[src/rtl/pe_stream_pkg.sv]
// Shared types and constants for the PE stream sink: lane FSM states, error bit positions
// and the throttle LFSR definition.
package pe_stream_pkg;

  localparam int unsigned LanesDef = 4;
  localparam int unsigned WDef     = 64;

  typedef enum logic [1:0] {
    StIdle,
    StHdr,
    StPay,
    StDone
  } lane_state_e;

  localparam int unsigned ErrHdr    = 0;
  localparam int unsigned ErrNoSof  = 1;
  localparam int unsigned ErrSofPay = 2;
  localparam int unsigned ErrPay    = 3;

  localparam logic [15:0] LfsrSeed = 16'hACE1;
  localparam logic [15:0] LfsrTaps = 16'hB400;

  // Galois form of x^16 + x^14 + x^13 + x^11 + 1.
  function automatic logic [15:0] lfsr_step(input logic [15:0] s);
    return {1'b0, s[15:1]} ^ (s[0] ? LfsrTaps : 16'h0000);
  endfunction

endpackage

[src/rtl/pe_stream_sink_if.sv]
// Bundle of the per-lane stream, arm and status signals between a PE output and the sink.
interface pe_stream_sink_if
  import pe_stream_pkg::*;
#(
  parameter int unsigned LANES = LanesDef,
  parameter int unsigned W     = WDef
);

  logic [LANES-1:0][W-1:0]  d;
  logic [LANES-1:0]         d_valid;
  logic [LANES-1:0]         d_sof;
  logic [LANES-1:0]         d_bp;
  logic [LANES-1:0][W-1:0]  dest;
  logic [LANES-1:0][31:0]   len;
  logic [LANES-1:0]         go;
  logic [LANES-1:0]         done;
  logic [LANES-1:0][3:0]    err;
  logic [LANES-1:0][31:0]   wcnt;

  modport master (
    output d, d_valid, d_sof, dest, len, go,
    input  d_bp, done, err, wcnt
  );

  modport slave (
    input  d, d_valid, d_sof, dest, len, go,
    output d_bp, done, err, wcnt
  );

endinterface

[src/rtl/pe_sink_lane.sv]
// One sink lane: header/payload checker FSM with word counter and sticky error flags.
// Optional random backpressure when PE_SINK_RANDBP_EN is defined.
module pe_sink_lane
  import pe_stream_pkg::*;
#(
  parameter int unsigned W     = WDef,
  parameter int unsigned DELTA = 1
`ifdef PE_SINK_RANDBP_EN
  ,
  parameter int unsigned LANE_IDX = 0
`endif
) (
  input  logic         i_clk,
  input  logic         i_rst,
  input  logic [W-1:0] i_d,
  input  logic         i_d_valid,
  input  logic         i_d_sof,
  output logic         o_d_bp,
  input  logic [W-1:0] i_dest,
  input  logic [31:0]  i_len,
  input  logic         i_go,
  output logic         o_done,
  output logic [3:0]   o_err,
  output logic [31:0]  o_wcnt
);

  lane_state_e  r_state;
  logic [W-1:0] r_dest;
  logic [31:0]  r_len;
  logic [31:0]  r_wcnt;
  logic         r_bp;
  logic         r_done;
  logic [3:0]   r_err;

  logic         w_xfer;
  logic         w_thr;
  logic [31:0]  w_wcnt_inc;
  logic [W-1:0] w_expect;

  assign w_xfer     = i_d_valid & ~r_bp;
  assign w_wcnt_inc = r_wcnt + 32'd1;
  assign w_expect   = W'(r_wcnt) + W'(DELTA);

`ifdef PE_SINK_RANDBP_EN
  logic [15:0] r_lfsr;
  logic [15:0] w_lfsr_nxt;

  assign w_lfsr_nxt = lfsr_step(r_lfsr);
  // Backpressure is registered, so throttle from the value the LFSR holds next cycle.
  assign w_thr      = (w_lfsr_nxt[1:0] == 2'b00);

  always_ff @(posedge i_clk) begin
    if (i_rst) r_lfsr <= LfsrSeed ^ 16'(LANE_IDX);
    else       r_lfsr <= w_lfsr_nxt;
  end
`else
  assign w_thr = 1'b0;
`endif

  always_ff @(posedge i_clk) begin
    if (i_rst) begin
      r_state <= StIdle;
      r_dest  <= '0;
      r_len   <= '0;
      r_wcnt  <= '0;
      r_bp    <= 1'b1;
      r_done  <= 1'b0;
      r_err   <= '0;
    end else if (i_go) begin
      // Arms from any state; an in-flight frame is abandoned.
      r_state <= StHdr;
      r_dest  <= i_dest;
      r_len   <= i_len;
      r_wcnt  <= '0;
      r_err   <= '0;
      r_done  <= 1'b0;
      r_bp    <= w_thr;
    end else begin
      unique case (r_state)
        StIdle: r_bp <= 1'b1;
        StHdr: begin
          r_bp <= w_thr;
          if (w_xfer) begin
            r_err[ErrHdr]   <= r_err[ErrHdr] | (i_d != r_dest);
            r_err[ErrNoSof] <= r_err[ErrNoSof] | ~i_d_sof;
            if (r_len == 32'd0) begin
              r_state <= StDone;
              r_done  <= 1'b1;
              r_bp    <= 1'b1;
            end else begin
              r_state <= StPay;
            end
          end
        end
        StPay: begin
          r_bp <= w_thr;
          if (w_xfer) begin
            r_err[ErrPay]    <= r_err[ErrPay] | (i_d != w_expect);
            r_err[ErrSofPay] <= r_err[ErrSofPay] | i_d_sof;
            r_wcnt           <= w_wcnt_inc;
            if (w_wcnt_inc == r_len) begin
              r_state <= StDone;
              r_done  <= 1'b1;
              r_bp    <= 1'b1;
            end
          end
        end
        StDone: r_bp <= 1'b1;
        default: begin
          r_state <= StIdle;
          r_bp    <= 1'b1;
        end
      endcase
    end
  end

  assign o_d_bp = r_bp;
  assign o_done = r_done;
  assign o_err  = r_err;
  assign o_wcnt = r_wcnt;

endmodule

[src/rtl/pe_stream_sink.sv]
// Four-lane PE output stream receiver/checker; replicates pe_sink_lane per lane.
// Random source backpressure is enabled with PE_SINK_RANDBP_EN.
module pe_stream_sink
  import pe_stream_pkg::*;
#(
  parameter int unsigned LANES = LanesDef,
  parameter int unsigned W     = WDef,
  parameter int unsigned DELTA = 1
) (
  input logic             i_clk,
  input logic             i_rst,
  pe_stream_sink_if.slave s_if
);

  for (genvar g = 0; g < LANES; g++) begin : g_lane
    pe_sink_lane #(
      .W       (W),
      .DELTA   (DELTA)
`ifdef PE_SINK_RANDBP_EN
      ,
      .LANE_IDX(g)
`endif
    ) u_lane (
      .i_clk    (i_clk),
      .i_rst    (i_rst),
      .i_d      (s_if.d[g]),
      .i_d_valid(s_if.d_valid[g]),
      .i_d_sof  (s_if.d_sof[g]),
      .o_d_bp   (s_if.d_bp[g]),
      .i_dest   (s_if.dest[g]),
      .i_len    (s_if.len[g]),
      .i_go     (s_if.go[g]),
      .o_done   (s_if.done[g]),
      .o_err    (s_if.err[g]),
      .o_wcnt   (s_if.wcnt[g])
    );
  end

endmodule

[src/flat_wrapper.sv]
// flat-port wrapper written by rule: the top's interface ports become plain ports
module pe_stream_sink_flat import pe_stream_pkg::*;
#(
  parameter int unsigned LANES = LanesDef,
  parameter int unsigned W     = WDef,
  parameter int unsigned DELTA = 1
)
  (i_clk, i_rst, s_if_d, s_if_d_valid, s_if_d_sof, s_if_dest, s_if_len, s_if_go, s_if_d_bp, s_if_done, s_if_err, s_if_wcnt);
  pe_stream_sink_if #(.LANES(LANES), .W(W)) s_if_i ();
  input logic i_clk;
  input logic i_rst;
  input wire logic [$bits(s_if_i.d)-1:0] s_if_d;
  input wire logic [$bits(s_if_i.d_valid)-1:0] s_if_d_valid;
  input wire logic [$bits(s_if_i.d_sof)-1:0] s_if_d_sof;
  input wire logic [$bits(s_if_i.dest)-1:0] s_if_dest;
  input wire logic [$bits(s_if_i.len)-1:0] s_if_len;
  input wire logic [$bits(s_if_i.go)-1:0] s_if_go;
  output wire logic [$bits(s_if_i.d_bp)-1:0] s_if_d_bp;
  output wire logic [$bits(s_if_i.done)-1:0] s_if_done;
  output wire logic [$bits(s_if_i.err)-1:0] s_if_err;
  output wire logic [$bits(s_if_i.wcnt)-1:0] s_if_wcnt;
  assign s_if_i.d = s_if_d;
  assign s_if_i.d_valid = s_if_d_valid;
  assign s_if_i.d_sof = s_if_d_sof;
  assign s_if_i.dest = s_if_dest;
  assign s_if_i.len = s_if_len;
  assign s_if_i.go = s_if_go;
  assign s_if_d_bp = s_if_i.d_bp;
  assign s_if_done = s_if_i.done;
  assign s_if_err = s_if_i.err;
  assign s_if_wcnt = s_if_i.wcnt;
  pe_stream_sink #(.LANES(LANES), .W(W), .DELTA(DELTA)) u_core (.i_clk(i_clk), .i_rst(i_rst), .s_if(s_if_i));
endmodule
[config.mk]
export PLATFORM = sky130hd
export DESIGN_NAME = pe_stream_sink_flat
export DESIGN_NICKNAME = d
export VERILOG_FILES = /design/src/rtl/pe_stream_pkg.sv /design/src/rtl/pe_stream_sink_if.sv /design/src/rtl/pe_sink_lane.sv /design/src/rtl/pe_stream_sink.sv /design/src/flat_wrapper.sv
export SDC_FILE = /design/constraint.sdc
export NUM_CORES = 1
export LEC_CHECK = 0
export BUFFER_PORTS_ARGS = -buffer_cell sky130_fd_sc_hd__buf_4
export CORE_MARGIN = 2
export CORE_UTILIZATION = 35
export DETAILED_ROUTE_END_ITERATION = 12
export HOLD_SLACK_MARGIN = 0.05
export PLACE_DENSITY_LB_ADDON = 0.15
export SLEW_MARGIN = 15
export SYNTH_ARGS = -nofsm -noshare
export SYNTH_HDL_FRONTEND = slang
export SYNTH_HIERARCHICAL = 1
export SYNTH_SLANG_ARGS = --single-unit
export TNS_END_PERCENT = 1
[constraint.sdc]
create_clock -name i_clk -period 7.8 [get_ports i_clk]
set_clock_uncertainty 0.1 [all_clocks]
set_input_delay 0.39 -clock i_clk [delete_from_list [all_inputs] [get_ports i_clk]]
set_output_delay 0.39 -clock i_clk [all_outputs]
set_load 0.01 [all_outputs]
* Word-level counts from Yosys, hierarchy flattened
Cells that the tools add are included.
Word-level totals: word-level logic and storage cells 236, bits of input ports 654, bits in registers 544, latch bits 0, bits in writable memories 0, output and inout bits 152, memory bits (read-only) 0, memories kept 0
Cells by class: equal/unequal tests 52, div/mod/pow operators 0, mux-type cells 68, order comparisons 0, reductions and logical operators 44, multipliers 0, shifts and indexed selects 0, $add $sub $neg 8, bitwise logic cells 28
Operator list (number):
- inequality test 64 x 33 -> 1 bit | 4
- inequality test 64 bit | 4
- adder 32 x 1 -> 33 bit (second input constant) | 4
- adder 32 x 1 -> 32 bit (second input constant) | 4
- equality test 32 bit | 4
- zero test 32 bit | 4
- two-way mux 1 bit | 44
- inequality test 3 bit (second input constant) | 12
- inequality test 2 bit (second input constant) | 16
- AND reduction 4 bit | 8
- two-way mux 2 bit | 12
- AND reduction 5 bit | 4
- equality test 2 bit (second input constant) | 8
- bitwise OR 1 bit | 16
- one-hot mux 2 bit (2 select lines) | 4
- AND reduction 2 bit | 8
- OR reduction 2 bit | 8
- one-hot mux 1 bit (3 select lines) | 4
- nonzero test 3 bit | 4
- equality test 2 x 1 -> 1 bit (second input constant) | 4
- zero test 2 bit | 4
- inverter 1 bit | 8
- one-hot mux 1 bit (2 select lines) | 4
- nonzero test 2 bit | 4
- bitwise AND 1 bit | 4

* Logic depth before layout (Yosys ltp)
depth in word-level cells 6, mapped depth 11, depth with buffers taken out 9

* Cells and area by module
The synthesis kept the hierarchy.
By module, submodules not included:
- pe_sink_lane at u_core.g_lane[0].u_lane ... | cells an instance 984, times used 3, area each 8376.8 µm², sequential area each 2722.6 µm²
- pe_sink_lane at u_core.g_lane[3].u_lane | cells an instance 884, times used 1, area each 7762.4 µm², sequential area each 2722.6 µm²

* Worst setup path before layout
Ideal clock, no wire load.
path kind register to register, start point reg u_core.g_lane[3].u_lane.r_wcnt[9], end point reg u_core.g_lane[3].u_lane.r_state[1], arrival time 3208 ps, data required time 7614 ps, library setup time 86 ps, slack 4406 ps, buffers on the path 2, clock period less this slack 3394 ps, stages on the path, launching flop included 11, cells stage by stage dfxtp_1 buf_2 nand4_4 or4_1 buf_2 nor4_1 xnor2_1 nand4_1 a2111o_1 or4_4 a221oi_2
On the way: longest elaborated chain between the ends 4
Ends and longest elaborated chain:
- start: declaration | RTL line pe_sink_lane.sv:30 | logic [31:0] r_wcnt;
- start signal: assignment | RTL line pe_sink_lane.sv:100 | r_wcnt <= w_wcnt_inc;
- adder 32 x 1 -> 32 bit | RTL line pe_sink_lane.sv:41 | assign w_wcnt_inc = r_wcnt + 32'd1;
- equality test 32 bit | RTL line pe_sink_lane.sv:101 | if (w_wcnt_inc == r_len) begin
- inequality test 2 bit (no source line)
- AND reduction 4 bit (no source line)
- end signal: assignment | RTL line pe_sink_lane.sv:62 | r_state <= StIdle;
- end signal: assignment | RTL line pe_sink_lane.sv:102 | r_state <= StDone;
- end signal: assignment | RTL line pe_sink_lane.sv:110 | r_state <= StIdle;
- end: declaration | RTL line pe_sink_lane.sv:27 | lane_state_e r_state;
Every way passes these cells. A chain may end at the register's enable or synchronous reset.

* Final worst setup path
start point reg u_core.g_lane[1].u_lane.r_wcnt[0], end point reg u_core.g_lane[1].u_lane.r_state[1]
On the way: longest elaborated chain between the ends 4
Ends and longest elaborated chain (RTL line):
- start: declaration | pe_sink_lane.sv:30
- start signal: assignment | pe_sink_lane.sv:100
- adder 32 x 1 -> 32 bit | pe_sink_lane.sv:41
- equality test 32 bit | pe_sink_lane.sv:101
- inequality test 2 bit (no source line)
- AND reduction 4 bit (no source line)
- end signal: assignment | pe_sink_lane.sv:62
- end signal: assignment | pe_sink_lane.sv:102
- end signal: assignment | pe_sink_lane.sv:110
- end: declaration | pe_sink_lane.sv:27
Every way passes these cells.

==> impl_table.tex <==
\begin{tabular}{lr}
\hline
Metric & Value \\
\hline
\multicolumn{2}{l}{\textbf{Final layout}} \\
\quad Final standard cell count with taps included and fillers excluded & 6199 \\
\quad Share of post-route cells with drive strength above 1 & 20.18\% \\
\quad Final Instance Area & 45920 µm² \\
\quad Fill cells & 8992 \\
\quad Layout Nets & 5561 \\
\quad Synthesis-to-finish area growth & 39.61\% \\
\multicolumn{2}{l}{\textbf{STA}} \\
\quad Fin. Hold Viols & 0 \\
\quad Setup repair after global routing missed its margin & no \\
\quad Tightest slew margin relative to the limit & 25.73\% \\
\quad Final worst path period share & 55.72\% \\
\quad Slew of the pin with the lowest slew margin & 1104 ps \\
\quad Final Setup Violations & 0 \\
\quad Setup TNS Final & 0 ps \\
\quad Final Max Slew Viols & 0 \\
\quad Minimum clock period after layout & 4346 ps \\
\quad Highest Clock Rate & 230.1 MHz \\
\quad Worst hold slack across all endpoints & 71.33 ps \\
\multicolumn{2}{l}{\textbf{CTS}} \\
\quad Clock-pin slew reported for the worst setup and hold paths after clock tree synthesis & 60 ps \\
\quad TritonCTS clock tree & done \\
\quad CTS sink count & 544 \\
\quad Number of levels the H-tree was split into & 3 \\
\quad Skew-Pair Late Insertion Delay & 640 ps \\
\quad Root Buffer & clkbuf\_16 \\
\quad Post-CTS Resized & 0 \\
\quad Clock buffers created by TritonCTS & 68 \\
\quad Maximum buffer depth of the clock tree & 3 \\
\multicolumn{2}{l}{\textbf{Setup path}} \\
\quad Critical path launch point type & flop \\
\quad Largest driver fanout on the critical path & 13 \\
\quad Crit Path Class & flop to flop \\
\quad CP Data Required Time & 8250 ps \\
\quad Worst reg-to-reg path cell count & 9 \\
\quad Launch instance of the worst register-to-register path & u\_core/g\_lane[1].u\_lane/o\_wcnt[0] \\
\quad Reg-to-reg critical path endpoint & u\_core/g\_lane[1].u\_lane/r\_state[1] \\
\quad Critical path destination & u\_core/g\_lane[1].u\_lane/r\_state[1] \\
\quad Start point of the critical path & u\_core/g\_lane[1].u\_lane/o\_wcnt[0] \\
\quad Worst setup EP type & flop \\
\quad WP data arrival & 4800 ps \\
\quad Register-to-register setup slack & 3450 ps \\
\multicolumn{2}{l}{\textbf{Global route}} \\
\quad Total congestion overflow after global routing & 0 \\
\quad Largest net degree at the start of global routing & 80 \\
\quad Number of global-route vias before repair & 33300 \\
\quad Global-route wire length before repair & 227.9 mm \\
\quad Antenna violations before repair & 10 \\
\quad GRT Util Overall & 31.37\% \\
\multicolumn{2}{l}{\textbf{Power}} \\
\quad Power Total & 0.007519 W \\
\quad Largest vdd supply drop & 0.1742 mV \\
\quad Power density over cell area & 163.7 nW/µm² \\
\quad LEAKAGE & 18.31 nW \\
\multicolumn{2}{l}{\textbf{Logic synthesis}} \\
\quad Sequential element share of the synthesized area & 33.11\% \\
\quad Ys flop type & dfxtp\_1 \\
\quad Cell count after synthesis & 3836 \\
\quad Count of flip-flops with a built-in enable after synthesis & 0 \\
\quad Cell Area, Synth & 32890 µm² \\
\quad Average instance area after synthesis & 8.575 µm² \\
\quad Cell variety after synth & 79 \\
\quad Total of warnings raised by yosys & 6 \\
\quad Post-synthesis register bit count & 544 \\
\quad Syn\_nets & 4502 \\
\quad Share of flip-flops with an asynchronous set or reset after synthesis & 0\% \\
\multicolumn{2}{l}{\textbf{Floorplanning}} \\
\quad Count of standard-cell rows & 112 \\
\quad Die W & 310.6 µm \\
\quad Total I/O pin count & 806 \\
\quad Die Area & 96450 µm² \\
\quad Core Box Area & 93190 µm² \\
\quad Effective utilization at floorplan & 35.30\% \\
\quad Die height & 310.6 µm \\
\multicolumn{2}{l}{\textbf{Run}} \\
\quad Max\_cap viols & 0 \\
\multicolumn{2}{l}{\textbf{Routing}} \\
\quad First-pass iteration count of the detailed router & 5 \\
\quad Routed WL & 157.3 mm \\
\quad Remaining routing DRC violations & 0 \\
\quad Overall via count from detail\_route & 33700 \\
\quad Routed length per placed instance & 25.37 µm \\
\quad Drt initial violations & 2954 \\
\quad Count of nets left with antenna violations after detail routing & 0 \\
\quad DR vias/cell & 5.436 \\
\multicolumn{2}{l}{\textbf{Status}} \\
\quad Status & complete, no violations \\
\multicolumn{2}{l}{\textbf{Placed design}} \\
\quad Number of buffer cells added on primary ports & 805 \\
\quad Routability congestion estimate from global placement & 0.9938 \\
\quad Placed instance area & 39580 µm² \\
\quad HPWL after detailed placement & 123.6 mm \\
\quad Number of cells after detailed placement & 5665 \\
\multicolumn{2}{l}{\textbf{Hold path}} \\
\quad Beginning of the worst hold path & i\_rst \\
\quad Number of cells on the worst hold path & 2 \\
\quad Class of the tightest hold or removal check & primary input to flop \\
\hline
\end{tabular}
## sequential cells by signal, indices dropped and copies added (netlist names)
register and cells:
u_core/g_lane.u_lane/r_state 8, u_core/g_lane.u_lane/r_dest 256, u_core/g_lane.u_lane/r_len 128, u_core/g_lane.u_lane/o_err 16, u_core/g_lane.u_lane/o_d_bp 4, u_core/g_lane.u_lane/o_done 4, u_core/g_lane.u_lane/o_wcnt 128
## metrics by stage
stage | utilization (%) | setup slack (ps)
after floorplan | - | 4406
after global placement | 42.48 | 3693
after detailed placement | 42.48 | 3658
after CTS | 49.26 | 3617
after global routing | 49.27 | 3180
final | 49.28 | 3454
## worst max-delay path, stage by stage (launching register included)
cell	delay, ps
dfxtp_1	520
ha_1	400
nand3_1	500
nor4_2	750
nor3b_1	140
a311oi_1	280
or4b_1	490
nor4_1	570
nand4_1	240
a221oi_2	260
## kinds of logic after synthesis
kind of cell    share of synthesized area, %
fa+ha+maj                             0.4565
flops                                  33.11
xor+xnor                               18.20
buf+inv                                3.720
mux                                    12.18
compound gates                         7.307
simple gates                           25.03
## Yosys cell counts, types with 42 or more instances
cell type,n,area [µm²]
nor2_1,594,2230
dfxtp_1,544,10890
xnor2_1,474,4151
mux2i_1,398,3984
nand4_1,189,1182
xor2_1,176,1541
nor4_1,144,900.9
clkbuf_1,139,521.8
nand2_1,139,521.8
o21ai_0,117,585.6
a21oi_1,103,515.5
nand3_1,101,505.5
or3_1,80,500.5
nor3_1,53,265.3
buf_1,44,165.2
buf_2,42,210.2
## layout make-up
class | instances | area, µm² | share of cell area [%]
flip-flops and latches | 544 | 10890 | 23.72
well taps | 1254 | 1569 | 3.417
repair buffers | 1239 | 10360 | 22.55
inverters | 32 | 120.1 | 0.2616
clock buffers | 97 | 1973 | 4.297
multi-input cells | 3010 | 20790 | 45.28
diodes | 5 | 12.51 | 0.02725
clock inverters | 18 | 207.7 | 0.4523
## cell usage in the layout, fill, tap and decap left out, drive strengths merged, types with 14 or more instances in the layout
master and instances:
buf 825, nor2 595, dfxtp 544, xnor2 474, dlygate4sd3 414, mux2i 398, nand4 197, xor2 176
nor4 154, nand2 139, o21ai 120, nand3 108, a21oi 103, clkbuf 97, or3 80, nor3 56
inv 33, nand2b 30, nor2b 25, and3 22, nor3b 21, a31oi 20, or2 20, and4 19
nor4b 18, or4 17, and2 16, a311oi 15, o2111ai 15, nand3b 14
## power breakdown
part	total (W)	internal, W	leakage [nW]	switching, W
logic	0.00128	0.000689	12.8	0.000594
clock network	0.00318	0.00186	1.07	0.00133
registers	0.00305	0.00290	4.46	0.000147
total	0.00752	0.00545	18.3	0.00207
## worst min-delay path by stage
stage	end	slack (ps)
2_1_floorplan	u_core/g_lane[0].u_lane/o_done	380
3_3_place_gp	u_core/g_lane[1].u_lane/o_done	340
3_5_place_dp	u_core/g_lane[2].u_lane/o_done	350
4_1_cts	u_core/g_lane[2].u_lane/r_len[18]	50
5_1_grt	u_core/g_lane[2].u_lane/r_len[25]	70
6_report	u_core/g_lane[2].u_lane/r_len[18]	70
## layer usage
metal | track usage, % | vias to the layer above | part of all wire (%)
met5 | 0 | - | 0.029
met4 | 13.16 | 8 | 4.5
met1 | 38.99 | 16280 | 41
li1 | - | 15720 | -
met3 | 5.874 | 278 | 6.6
met2 | 52.99 | 1416 | 47
## repair_timing
action | 4_1_cts | 5_1_grt
hold buffers | 414 | 0
endpoints found under the hold margin | 397 | 0
buffers inserted | 0 | 0
endpoints found under the setup margin | 0 | 0
(Power assumes the default switching activity.)
